--- src/rtl/lc4_regfile_if.sv ---
// Register-file access bus: two combinational read ports and one write port.
// Clock, reset and the global write enable stay outside as plain module ports.
interface lc4_regfile_if #(
  parameter int n = 16
);
  logic [2:0]   i_rs;
  logic [2:0]   i_rt;
  logic [2:0]   i_rd;
  logic [n-1:0] i_wdata;
  logic         i_rd_we;
  logic [n-1:0] o_rs_data;
  logic [n-1:0] o_rt_data;

  modport master (
    output i_rs, i_rt, i_rd, i_wdata, i_rd_we,
    input  o_rs_data, o_rt_data
  );

  modport slave (
    input  i_rs, i_rt, i_rd, i_wdata, i_rd_we,
    output o_rs_data, o_rt_data
  );
endinterface

--- src/rtl/lc4_regfile.sv ---
// LC4 register file: R0..R7 (R0 is writable), two async read ports, one write port.
// Optional macro LC4_REGFILE_BYPASS_EN forwards same-cycle write data to the read ports.
module lc4_regfile #(
  parameter int n     = 16,
  parameter int NREGS = 8
) (
  input  logic          clk,
  input  logic          rst,
  input  logic          gwe,
  lc4_regfile_if.slave  bus
);

  logic [n-1:0] r_regs [NREGS];
  logic         w_wr_en;
  logic [n-1:0] w_rs_data;
  logic [n-1:0] w_rt_data;

  // Qualified write strobe; reset and a cleared gwe both block the write.
  always_comb begin
    w_wr_en = (~rst) & gwe & bus.i_rd_we;
  end

  // Storage update; reset wins over any concurrent write.
  always_ff @(posedge clk) begin
    if (rst) begin
      for (int k = 0; k < NREGS; k++) begin
        r_regs[k] <= {n{1'b0}};
      end
    end else if (w_wr_en) begin
      r_regs[bus.i_rd] <= bus.i_wdata;
    end
  end

  // Read muxes, with optional write-before-read forwarding.
  always_comb begin
    w_rs_data = r_regs[bus.i_rs];
    w_rt_data = r_regs[bus.i_rt];
`ifdef LC4_REGFILE_BYPASS_EN
    if (w_wr_en && (bus.i_rs == bus.i_rd)) begin
      w_rs_data = bus.i_wdata;
    end else begin
      w_rs_data = r_regs[bus.i_rs];
    end
    if (w_wr_en && (bus.i_rt == bus.i_rd)) begin
      w_rt_data = bus.i_wdata;
    end else begin
      w_rt_data = r_regs[bus.i_rt];
    end
`endif
  end

  assign bus.o_rs_data = w_rs_data;
  assign bus.o_rt_data = w_rt_data;

endmodule

--- src/flat_wrapper.sv ---
// flat-port wrapper written by rule: the top's interface ports become plain ports
module lc4_regfile_flat 
#(
  parameter int n     = 16,
  parameter int NREGS = 8
)
  (clk, rst, gwe, bus_i_rs, bus_i_rt, bus_i_rd, bus_i_wdata, bus_i_rd_we, bus_o_rs_data, bus_o_rt_data);
  lc4_regfile_if #(.n(n)) bus_i ();
  input  logic clk;
  input  logic rst;
  input  logic gwe;
  input wire logic [$bits(bus_i.i_rs)-1:0] bus_i_rs;
  input wire logic [$bits(bus_i.i_rt)-1:0] bus_i_rt;
  input wire logic [$bits(bus_i.i_rd)-1:0] bus_i_rd;
  input wire logic [$bits(bus_i.i_wdata)-1:0] bus_i_wdata;
  input wire logic [$bits(bus_i.i_rd_we)-1:0] bus_i_rd_we;
  output wire logic [$bits(bus_i.o_rs_data)-1:0] bus_o_rs_data;
  output wire logic [$bits(bus_i.o_rt_data)-1:0] bus_o_rt_data;
  assign bus_i.i_rs = bus_i_rs;
  assign bus_i.i_rt = bus_i_rt;
  assign bus_i.i_rd = bus_i_rd;
  assign bus_i.i_wdata = bus_i_wdata;
  assign bus_i.i_rd_we = bus_i_rd_we;
  assign bus_o_rs_data = bus_i.o_rs_data;
  assign bus_o_rt_data = bus_i.o_rt_data;
  lc4_regfile #(.n(n), .NREGS(NREGS)) u_core (.clk(clk), .rst(rst), .gwe(gwe), .bus(bus_i));
endmodule
--- config.mk ---
export PLATFORM = sky130hd
export DESIGN_NAME = lc4_regfile_flat
export DESIGN_NICKNAME = d
export VERILOG_FILES = /design/src/rtl/lc4_regfile_if.sv /design/src/rtl/lc4_regfile.sv /design/src/flat_wrapper.sv
export SDC_FILE = /design/constraint.sdc
export NUM_CORES = 1
export LEC_CHECK = 0
export CORE_MARGIN = 10
export CORE_UTILIZATION = 58
export DETAILED_ROUTE_END_ITERATION = 10
export PLACE_DENSITY_LB_ADDON = 0.1
export SYNTH_ARGS = -nofsm -noshare
export SYNTH_HDL_FRONTEND = slang
export SYNTH_SLANG_ARGS = --single-unit
--- constraint.sdc ---
create_clock -name clk -period 3.11 [get_ports clk]
set_input_delay 0.4665 -clock clk [delete_from_list [all_inputs] [get_ports clk]]
set_output_delay 0.4665 -clock clk [all_outputs]
set_load 0.03 [all_outputs]
# ---- Word-level counts from Yosys, hierarchy flattened
# Memory sizes are Yosys's and may differ from the RTL's.
# Cells that the tools add are included.
dict set report word_totals {
  ram_bits 128
  regBits 0
  out_inout_bits 32
  mem_count 1
}
# memory depth width rd rd_ports_with_merged_regs wr line
set mem_list {}
lappend mem_list {u_core.r_regs 8 16 2 0 8 lc4_regfile.sv:13} ;# logic [n-1:0] r_regs [NREGS];
dict set report classes {
  reduce_logical 1
  mux 8
  bitwise_logic 3
}
# operator count
set op_table {}
lappend op_table {{$mux 16} 1}
lappend op_table {{$reduce_or 16->1} 1}
lappend op_table {{$mux 1} 6}
lappend op_table {{$mux 3} 1}
lappend op_table {{$and 1x1->1} 2}
lappend op_table {{$not 1->1} 1}

# ---- Depth between registers and ports, before layout
dict set report depth {
  depth_word 8
  depth_mapped 5
  ltp_nobuf 2
}

# ---- Least setup slack after synthesis
# OpenSTA, ideal clock, no wires.
dict set report synth_timing {
  path_kind {input port to flip-flop}
  startpoint {input port bus_i_rd[0]}
  endpoint {memory u_core.r_regs[0][0] (enable)}
  path_slack_ps 807
  n_path_buf 2
  path_stages 4
  setup_ps 392
  arrival_time_ps 1910
  required_time_ps 2718
  path_cell_list {or2_2 clkbuf_1 clkbuf_1 o21bai_1}
}
# item line
set synth_rtl {}
lappend synth_rtl {{start: declaration} flat_wrapper.sv:14} ;# input wire logic [$bits(bus_i.i_rd)-1:0] bus_i_rd;
lappend synth_rtl {{end: declaration} lc4_regfile.sv:13}

# ---- Worst setup path after layout
dict set report layout_timing {
  startpoint {input port bus_i_rs[2]}
  endpoint {output port bus_o_rs_data[8]}
}
dict set report layout_between {
  elab_chain_cells 1
}
# item line
set layout_lines {}
lappend layout_lines {{start: declaration} flat_wrapper.sv:12} ;# input wire logic [$bits(bus_i.i_rs)-1:0] bus_i_rs;
lappend layout_lines {{$mem_v2 8x16} n/a}
lappend layout_lines {{end: declaration} flat_wrapper.sv:17} ;# output wire logic [$bits(bus_i.o_rs_data)-1:0] bus_o_rs_data;
# Every way passes these cells.

==> impl_results.md <==
- Status: finished, final reports clean
- Biggest register: u_core.r_regs
- Main combinational cell family by area after synthesis: multiplexers
- Hpwl dp: 11.0 mm
- Clock sink count: 128
- FMAX: 0.343 GHz
- Setup TNS Final: 0 ns
- CP Data Required Time: 2.64 ns
- Cts repair resizes: 0
- TritonCTS clock tree: done
- Sequential area share after synthesis: 0.556
- Part of the cycle the worst path needs: 0.937
- Critical path's largest stage delay: 0.61 ns
- GPL Wtd Cong: 0.822
- GR Overflow Total: 0
- Share of layout cells above drive strength 1: 0.236
- Drt total wl: 17.3 mm
- CP max stage cell: clkdlybuf4s50_1
- Final count of hold timing violations: 0
- Slew headroom: 0.655
- Yosys cell types: 17
- WP data arrival: 2.45 ns
- Rows: 39
- Hold_buf cts: 0
- DR vias: 4483
- Initial antenna violation count: 0
- Fin util: 0.713
- Worst Hold Slack: 0.833 ns
- Largest regs: u_core.r_regs x128
- Post-Synth XOR/XNOR Area: 0
- Pre-CTS WS: 0.207 ns
- Setup crit end kind: primary output
- Drt via density: 6.88
- Worst Hold Class: in2reg
- Vias in the first global route: 4734
- Critical-path cell list: clkdlybuf4s50_1 -> buf_12 -> mux4_1 -> mux2_2 -> clkdlybuf4s50_1
- Peak supply drop: 0.413 mV
- Drt first pass iters: 5
- Routed Antenna Nets: 0
- Compound-Gate Fraction of Synth Area: 0.00869
- Delay-heaviest family, CP: buffers and inverters
- Clock transition at path regs: 0.05 ns
- Die Span Y: 129 µm
- DRC viols: 0
- Synth-to-Final Area Change: 18.9%
- Mux cell area share after synthesis: 0.291
- Post-route minimum period: 2.91 ns
- Synthesized net count: 459
- Mapped cell area: 0.00691 mm²
- Core Footprint: 0.0115 mm²
- Nets: 526
- Post-Synthesis Cells: 430
- Placed standard-cell area: 0.00773 mm²
- Worst Path Class, Setup: in2out
- Antenna Cells: 0
- Root Driver: clkbuf_16
- Max Slew Vio Count: 0
- Tot GR Track Use: 0.216
- Most used cell, CP: clkdlybuf4s50_1
- Die ar.: 0.0167 mm²
- Crit Path Max Fanout: 32
- Post-Synth Simple-Gate Area: 0.0989
- Clock Path Buffers: 2
- Initial DRC Count: 523
- Port Buffer Count: 60
- Pwr dens: 540 mW/mm²
- Die width: 129 µm
- Final instance area: 0.00822 mm²
- Yosys warns: 0
- I/O pin cnt: 61
- Largest net degree at the start of global routing: 47
- Post-CTS Setup Repair Bufs: 0
- CP Buf/Inv Count: 3
- Num CTS Buffers: 17
- Max reg flops: 128
- Adder-cell share of the synthesized area: 0
- # H-tree levels: 4
- RSZ-0062 raised after global routing: false
- Per-cell routed wire length: 26.6 µm
- Most frequent cells in the layout: nor3_1 (128), edfxtp_1 (128), mux4_1 (56)
- Number of max-cap violations: 0
- Leakage Power: 0.00277 µW
- Slew @ Worst Pin: 0.518 ns
- Final setup vio count: 0
- Avg Cell Area, Syn: 16.1 µm²
- Synth Register Bits: 128
- Startpoint Class: input pin
- Setup ws final: 0.196 ns
- Starting Density: 0.600
- First-pass GRT wire length: 26.8 mm
-- final timing paths --
check	end	depth (start not counted)	slack (ns)	start
min	u_core.r_regs[4][0]	3	0.83	bus_i_wdata[0]
max	bus_o_rs_data[8]	5	0.20	bus_i_rs[2]
-- cells in the mapped netlist (all sizes together) --
cell       n  area, µm²
nand4b     1       8.76
or2        1       6.26
buf       23        153
clkinv    16       60.1
clkbuf    25       96.3
mux2      32        360
edfxtp   128       3840
nand2      1       3.75
o21bai     8       60.1
nand4bb    1       11.3
nor3     128        641
nand2b     2       12.5
mux4      64       1650
-- cell type report --
cell class	count	area [µm²]
sequential	128	3840
fill	746	3300
multi-input combinational	238	2760
timing repair buffer	96	883
clock buffer	22	444
tap	143	179
inverter	16	60.1
clock inverter	9	45.0
-- routing by layer --
layer,up-vias,global-route usage,part of all wire
li1,1946,-,-
met1,2278,0.255,0.37
met2,227,0.373,0.53
met3,32,0.0518,0.076
met4,0,0.0856,0.019
met5,-,0,0
-- cells by family after synthesis --
| group | Yosys count |
|---|---|
| buffers and inverters | 64 |
| muxes | 96 |
| DFF | 128 |
| and+or+nand+nor | 134 |
| AOI/OAI and AO/OA | 8 |
-- per-stage QoR --
step / power, µW / cells
after detailed placement: 2800 / 621
final: 4440 / 652
after global placement: 2780 / 621
after global routing: 4560 / 652
after floorplan: 2510 / 430
after CTS: 4450 / 652
-- power breakdown --
part / internal [µW] / switching, µW / total [µW]
Combinational: 334 / 386 / 720
Clock: 995 / 678 / 1670
Sequential: 2000 / 47.1 / 2050
Total: 3330 / 1110 / 4440
Note: power is estimated with default switching activity, not from simulation.
